<file path="config.mk">
export PLATFORM = sky130hd
export DESIGN_NAME = bin_to_bcd_dabble
export DESIGN_NICKNAME = d
export VERILOG_FILES = /design/src/rtl/bin_to_bcd_dabble_pkg.sv /design/src/rtl/bin_to_bcd_dabble_digit_adjust.sv /design/src/rtl/bin_to_bcd_dabble.sv
export SDC_FILE = /design/constraint.sdc
export NUM_CORES = 1
export LEC_CHECK = 0
export CAP_MARGIN = 20
export CORE_UTILIZATION = 50
export DETAILED_ROUTE_END_ITERATION = 10
export DONT_BUFFER_PORTS = 1
export PLACE_DENSITY = 0.68
export SYNTH_ARGS = -nofsm -noshare
export SYNTH_HDL_FRONTEND = slang
export SYNTH_HIERARCHICAL = 1
export SYNTH_SLANG_ARGS = --single-unit
</file>
<file path="constraint.sdc">
create_clock -name clk -period 1.4 [get_ports clk]
set_input_delay 0.28 -clock clk [delete_from_list [all_inputs] [get_ports clk]]
set_output_delay 0.28 -clock clk [all_outputs]
set_load 0.01 [all_outputs]
</file>
<file path="src/rtl/bin_to_bcd_dabble_pkg.sv">
// Shared definitions for the double-dabble binary-to-BCD converter:
// FSM state encoding, BCD digit constants and the per-digit adjust rule.
package bcd_pkg;

    typedef enum logic [1:0] {
        IDLE  = 2'd0,
        SHIFT = 2'd1,
        ADD   = 2'd2,
        DONE  = 2'd3
    } state_t;

    localparam int         BCD_DIGIT_W       = 4;
    localparam logic [3:0] BCD_ADJ_THRESHOLD = 4'd5;
    localparam logic [3:0] BCD_ADJ_ADD       = 4'd3;

    // Digits of 5..9 become 8..12 so the next doubling carries into the next digit.
    function automatic logic [3:0] bcd_adjust(input logic [3:0] digit);
        logic [3:0] result;
        if (digit >= BCD_ADJ_THRESHOLD) begin
            result = digit + BCD_ADJ_ADD;
        end else begin
            result = digit;
        end
        return result;
    endfunction

endpackage

</file>
<file path="src/rtl/bin_to_bcd_dabble_digit_adjust.sv">
// Combinational add-3-if->=5 correction for one BCD digit, applied between
// double-dabble shift steps.
module bcd_digit_adjust
    import bcd_pkg::*;
(
    input  logic [3:0] digit,
    output logic [3:0] adjusted
);

    // Single-digit correction, purely combinational.
    always_comb begin
        adjusted = 4'd0;
        adjusted = bcd_adjust(digit);
    end

endmodule

</file>
<file path="src/rtl/bin_to_bcd_dabble.sv">
// Sequential double-dabble converter: latches a binary value on start, then
// alternates shift and add-3 steps and presents the packed BCD result with o_dv.
module bin_to_bcd_dabble
    import bcd_pkg::*;
#(
    parameter int INPUT_WIDTH    = 16,
    parameter int DECIMAL_DIGITS = 4
) (
    input  logic                                clk,
    input  logic                                rst,
    input  logic [INPUT_WIDTH-1:0]              i_binary,
    input  logic                                i_start,
    output logic [BCD_DIGIT_W*DECIMAL_DIGITS-1:0] o_bcd,
    output logic                                o_dv,
    output logic                                o_busy,
    output logic                                o_overflow
);

    localparam int BCD_W = BCD_DIGIT_W * DECIMAL_DIGITS;
    localparam int IDX_W = (INPUT_WIDTH > 2) ? $clog2(INPUT_WIDTH) : 1;
    localparam logic [IDX_W-1:0] LAST_IDX = IDX_W'(INPUT_WIDTH - 1);

    state_t                  state_r;
    state_t                  state_next_s;
    logic [INPUT_WIDTH-1:0]  shift_r;
    logic [BCD_W-1:0]        scratch_r;
    logic [BCD_W-1:0]        scratch_adj_s;
    logic [IDX_W-1:0]        idx_r;
    logic                    sticky_r;

    // One adjust cell per digit; all digits are corrected in the same ADD cycle.
    for (genvar g = 0; g < DECIMAL_DIGITS; g++) begin : g_adj
        bcd_digit_adjust u_adj (
            .digit    (scratch_r[g*BCD_DIGIT_W +: BCD_DIGIT_W]),
            .adjusted (scratch_adj_s[g*BCD_DIGIT_W +: BCD_DIGIT_W])
        );
    end

    // State register.
    always_ff @(posedge clk) begin
        if (rst) begin
            state_r <= IDLE;
        end else begin
            state_r <= state_next_s;
        end
    end

    // Next-state logic: shift/add alternate until the last input bit has been shifted.
    always_comb begin
        state_next_s = state_r;
        case (state_r)
            IDLE: begin
                if (i_start) begin
                    state_next_s = SHIFT;
                end else begin
                    state_next_s = IDLE;
                end
            end
            SHIFT: begin
                if (idx_r == LAST_IDX) begin
                    state_next_s = DONE;
                end else begin
                    state_next_s = ADD;
                end
            end
            ADD:     state_next_s = SHIFT;
            DONE:    state_next_s = IDLE;
            default: state_next_s = IDLE;
        endcase
    end

    // Conversion datapath: input shift register, BCD scratch, bit index, sticky overflow.
    always_ff @(posedge clk) begin
        if (rst) begin
            shift_r   <= '0;
            scratch_r <= '0;
            idx_r     <= '0;
            sticky_r  <= 1'b0;
        end else begin
            case (state_r)
                IDLE: begin
                    if (i_start) begin
                        shift_r   <= i_binary;
                        scratch_r <= '0;
                        idx_r     <= '0;
                        sticky_r  <= 1'b0;
                    end
                end
                SHIFT: begin
                    // A one leaving the top digit means the value needs more digits.
                    {scratch_r, shift_r} <= {scratch_r[BCD_W-2:0], shift_r, 1'b0};
                    idx_r                <= idx_r + IDX_W'(1);
                    if (scratch_r[BCD_W-1]) begin
                        sticky_r <= 1'b1;
                    end
                end
                ADD: begin
                    scratch_r <= scratch_adj_s;
                end
                default: begin
                    scratch_r <= scratch_r;
                end
            endcase
        end
    end

    // Registered outputs; the result is published only from DONE.
    always_ff @(posedge clk) begin
        if (rst) begin
            o_bcd      <= '0;
            o_dv       <= 1'b0;
            o_busy     <= 1'b0;
            o_overflow <= 1'b0;
        end else begin
            o_dv   <= (state_r == DONE);
            o_busy <= (state_next_s != IDLE);
            if (state_r == DONE) begin
                o_bcd      <= scratch_r;
                o_overflow <= sticky_r;
            end
        end
    end

endmodule
</file>
# Yosys cells after proc, flatten, opt, wreduce, memory -nomap -nowiden

Index checks and enable logic that the tools add are counted.

Bits in registers: 58
Input port bits: 19
Output and inout port bits: 19
Word-level logic and storage cells: 57

$add $sub $neg: 5
Magnitude comparators: 4
Equal/unequal tests: 10
Muxes and demuxes: 16
Reduce and logical (&&, ||, !) cells: 10

Operator list:

| operator                                                                 | number |
|---|---|
| 16-bit case mux with 3 select lines                                      | 1 |
| 16-bit two-way mux                                                       | 2 |
| 16-bit case mux with 2 select lines                                      | 1 |
| 4-bit two-way mux                                                        | 5 |
| 4-bit by 2-bit adder with 4-bit output (second input constant)           | 4 |
| 4-bit by 3-bit >= comparator with 1-bit output (second input constant)   | 4 |
| 3-bit AND reduction                                                      | 5 |
| 2-bit by 1-bit inequality test with 1-bit output (second input constant) | 4 |
| 2-bit case mux with 4 select lines                                       | 1 |
| 4-bit case mux with 2 select lines                                       | 1 |
| 4-bit by 1-bit adder with 4-bit output (second input constant)           | 1 |
| 2-bit == test (second input constant)                                    | 2 |
| 4-bit == test (second input constant)                                    | 1 |
| 1-bit two-way mux                                                        | 4 |
| 2-bit inequality test (second input constant)                            | 2 |
| 2-bit nonzero test                                                       | 2 |
| 3-bit nonzero test                                                       | 1 |
| 2-bit by 1-bit == test with 1-bit output (second input constant)         | 1 |
| 2-bit zero test                                                          | 1 |
| 1-bit case mux with 2 select lines                                       | 1 |
| 2-bit AND reduction                                                      | 1 |

# Logic depth before layout (Yosys ltp)

Depth after elaboration: 4
Depth in mapped cells: 8
Gate-level depth less buffers: 8

# Cells and area by module

The synthesis kept the hierarchy.

Modules (own cells, without submodules):

| module            | times used | cells an instance | area each (µm²) | sequential area each (µm²) |
|---|---|---|---|---|
| bin_to_bcd_dabble | 1          | 247               | 2577.5          | 1161.1 |
| bcd_digit_adjust  | 4          | 16                | 101.3           | 0.0 |

# Least setup slack after synthesis

Ideal clock, no wire load.

Path type: register -> register
Start: reg scratch_r[5]
End: reg scratch_r[5]
Setup time: 132 ps
Arrival time: 1419 ps
Required time: 1268 ps
Setup slack: -152 ps
Cell stages (with the launch flop): 9
Buffers on the path: 0
Period minus slack after synthesis: 1552 ps
Cell sequence: dfxtp_1 -> inv_1 -> ha_1 -> nand2b_1 -> a21oi_2 -> mux2i_1 -> a22o_1 -> a32oi_1 -> nor2_1

Longest elaborated chain between the ends: 3
Elaborated cells on any way between the ends: 6
Those cells by class: add/sub: 1; order compare: 1; eq/ne: 1; mux: 2; reduce/logical: 1

RTL lines:

| element                                | RTL line                    | text |
|---|---|---|
| from (decl)                            | bin_to_bcd_dabble.sv:26     | `logic [BCD_W-1:0] scratch_r;` |
| from (signal assigned)                 | bin_to_bcd_dabble.sv:91     | `{scratch_r, shift_r} <= {scratch_r[BCD_W-2:0], shift_r, 1'b0};` |
| from (signal assigned)                 | bin_to_bcd_dabble.sv:98     | `scratch_r <= scratch_adj_s;` |
| from (signal assigned)                 | bin_to_bcd_dabble.sv:101    | `scratch_r <= scratch_r;` |
| 4-bit by 2-bit adder with 4-bit output | bin_to_bcd_dabble_pkg.sv:20 | `result = digit + BCD_ADJ_ADD;` |
| 4-bit two-way mux                      | bin_to_bcd_dabble_pkg.sv:19 | `if (digit >= BCD_ADJ_THRESHOLD) begin` |
| named net scratch_adj_s[5]             | bin_to_bcd_dabble.sv:27     | `logic [BCD_W-1:0] scratch_adj_s;` |
| 16-bit case mux with 3 select lines    | bin_to_bcd_dabble.sv:80     | `case (state_r)` |

The timed path passes the listed nets, and every way through them passes these cells. The select of a mux whose other input is x is not followed.
A chain may end at the register's enable or synchronous reset.

# Worst setup path in the final report

Start: reg scratch_r[5]
End: reg scratch_r[4]

Longest elaborated chain between the ends: 3

RTL lines:

| element                                                    | RTL line |
|---|---|
| 4-bit by 3-bit >= comparator with 1-bit output             | bin_to_bcd_dabble_pkg.sv:19 |
| 2-bit by 1-bit inequality test with 1-bit output (no line) | n/a |
| 3-bit AND reduction (no line)                              | n/a |

No other way between the ends.

==> qor.yml <==
cts:
  cts.clk_slew.worst_paths_ps: 60
  cts_inserted_buffers: 9
  cts_tree: "done"
  cts_sinks: 58
  clock_latency_ps: 340
  h-tree-depth: 3
  cts.root.buffer_cell: "clkbuf_8"
  clockBufferDepth: 2
synth:
  syn_avg_cell_area_um2: 9.59
  syn_area_um2: 2980
  ys.flop_type: "dfxtp_1"
  synth_top_family_by_area: "compound AO/OA/AOI/OAI gates"
  netlist_instances: 311
  synth-async-reset-ratio: 0
  synthesis.nets: 343
  synthMuxAreaShare: 0.137
  ys_ff_latch: 58
  yosysWarningCount: 6
  yosys.area_share.simple: 0.139
  synthAdderAreaFrac: 0.0545
  synth_xor_area_frac: 0.0117
  synth_edf_count: 0
  synth_compound_area_frac: 0.206
  yosysSeqAreaShare: 0.389
  synth_cell_type_count: 36
global_routing:
  grt.overflow.total: 0
  grt_pass1_wl_um: 10800
  grt_antenna_before_repair: 0
  grt_max_degree: 57
  track_usage: 0.225
  grt_pass1_vias: 2326
outcome:
  violations: "setup timing"
  status: "complete, but fails checks"
sta:
  setup_ws_ps: -110
  post-route-min-period_ps: 1510
  finalHoldWorstSlack_ps: 1.38
  hold_violations: 0
  fmax_mhz: 662
  worst_pin_slew_ps: 303
  finalCritPeriodShare: 1.08
  rsz0062_at_grt: "true"
  fin_skew_ps: 10.2
  maxSlewHeadroom: 0.798
  setup_violations: 21
  slew_violations: 0
cells_and_area:
  syn_to_final_growth_pct: 30.8
  drive_above_1_share: 0.383
  instances_no_fill: 414
  finalInstanceArea_um2: 3900
  layout_common_cells: "dfxtp_1, nor2_1, mux2i_1"
  layout_commonest_cell: "dfxtp_1"
  utilization: 0.692
  nets: 369
  diodes: 0
placed_design:
  hpwl_um: 4110
  numPortBuffers: 0
  placed_cell_area_um2: 3430
  dpl.cell_count: 387
  gp_congestion: 0.800
  pre_cts_slack_ps: -67.1
power_and_ir_drop:
  powerDensity_nw_per_um2: 1070
  ir_drop_mv: 0.910
  power.leakage_nw: 1.45
routing:
  drtPass1Iterations: 4
  drtIter0Drc: 78
  drc: 0
  wl_per_cell_um: 16.2
  wl_um: 6720
  vias_per_cell: 5.64
  antenna_left: 0
  via_count: 2336
critical_path:
  cp_max_fo: 3
  path_class: "reg -> reg"
  crit_start: "scratch_r[5]"
  regToRegStartpoint: "scratch_r[5]"
  crit_arrival_ps: 1730
  end_kind: "flip-flop"
  cp.required_ps: 1620
  crit_path_start_kind: "flip-flop"
floorplanning:
  die_x_um: 79.2
  die-area_um2: 6280
  placeableCoreArea_um2: 5640
  rows: 27
  start_util: 0.529
  io_pins: 38
  die_y_um: 79.2
hold_path:
  hp-start: "rst"
  min_path_type: "in -> reg"
run:
  drv_cap: 0
==> kinds of logic (layout without fill, tap and decap cells) <==
| logic type | count (synthesis) | after routing |
|---|---|---|
| buffers and inverters | 34 | 65 |
| AND/OR/NAND/NOR | 94 | 94 |
| AO/OA/AOI/OAI | 69 | 69 |
| XOR/XNOR | 4 | 4 |
| multiplexers | 39 | 39 |
| flip-flops | 58 | 58 |
| adder cells (fa/ha/maj) | 13 | 13 |
==> timing repair <==
action | 4_1_cts | 5_1_grt
gates cloned | 1 | 2
endpoints found under the hold margin | 45 | 48
gates resized for setup | 12 | 18
endpoints found under the setup margin | 29 | 37
buffers inserted | 5 | 3
pin swaps | 17 | 15
==> layout make-up <==
type	instances	area [um^2]
multi-input cells	219	1960
repair buffers	38	430
well taps	72	90.1
flip-flops and latches	58	1180
fillers	425	1740
clock inverters	6	57.6
inverters	11	51.3
clock buffers	10	128
==> layer usage <==
layer | vias to the layer above | GRT usage | share of wire
li1 | 1165 | - | -
met1 | 1115 | 0.258 | 0.44
met2 | 47 | 0.383 | 0.49
met3 | 9 | 0.0770 | 0.050
met4 | 0 | 0.0891 | 0.014
met5 | - | 0 | 0
==> where the power goes <==
group / total (mW) / switching (mW) / internal [mW]
Sequential: 1.81 / 0.0819 / 1.73
Combinational: 0.893 / 0.436 / 0.457
Clock: 1.47 / 0.666 / 0.809
==> through the flow <==
step | total power [mW] | setup TNS (ps)
2_1_floorplan | 2.42 | -67.4
3_3_place_gp | 2.55 | -138
3_5_place_dp | 2.56 | -666
4_1_cts | 4.11 | -572
5_1_grt | 4.37 | -2340
6_report | 4.18 | -640
==> path summary, 6_finish.rpt <==
check | end | slack, ps | depth (start not counted)
max | scratch_r[4] | -110 | 8
min | scratch_r[1] | 1 | 1
max reg2reg | scratch_r[4] | -110 | 8
min reg2reg | idx_r[0] | 500 | 2
==> state kept, by name, indices dropped and copies added, names as in the netlist <==
| name | flops |
|---|---|
| idx_r | 4 |
| state_r | 2 |
| sticky_r | 1 |
| o_busy | 1 |
| scratch_r | 16 |
| o_overflow | 1 |
| o_bcd | 16 |
| shift_r | 16 |
| o_dv | 1 |
==> worst max-delay path: stages, from the launching register on <==
cell and delay (ps):
dfxtp_2 350, inv_4 50, ha_4 150, nand2b_4 150, a21oi_4 150, xnor2_1 90, a22o_1 190, a32oi_1 200
nor2_1 60
==> synth_stat cells (2+ instances only) <==
cell      count  area share
buf_6         4       0.015
a31oi_1       2      0.0042
o21ai_1       4      0.0067
inv_1        11       0.014
clkbuf_1      4      0.0050
a22o_1       16       0.047
dfxtp_1      58        0.39
nand2b_1      8       0.017
o21ai_0       4      0.0067
buf_1         2      0.0025
buf_2         7       0.012
mux2i_1      37        0.12
a211oi_2     15       0.063
nand3b_1      2      0.0050
a21oi_2       4       0.012
nor2_1       53       0.067
nor2b_1       5       0.010
ha_1         13       0.055
buf_4         5       0.013
xnor2_1       4       0.012
a21oi_1       3      0.0050
a32oi_1      17       0.050
nand2_1      20       0.025
Note: power is estimated with default switching activity, not from simulation.
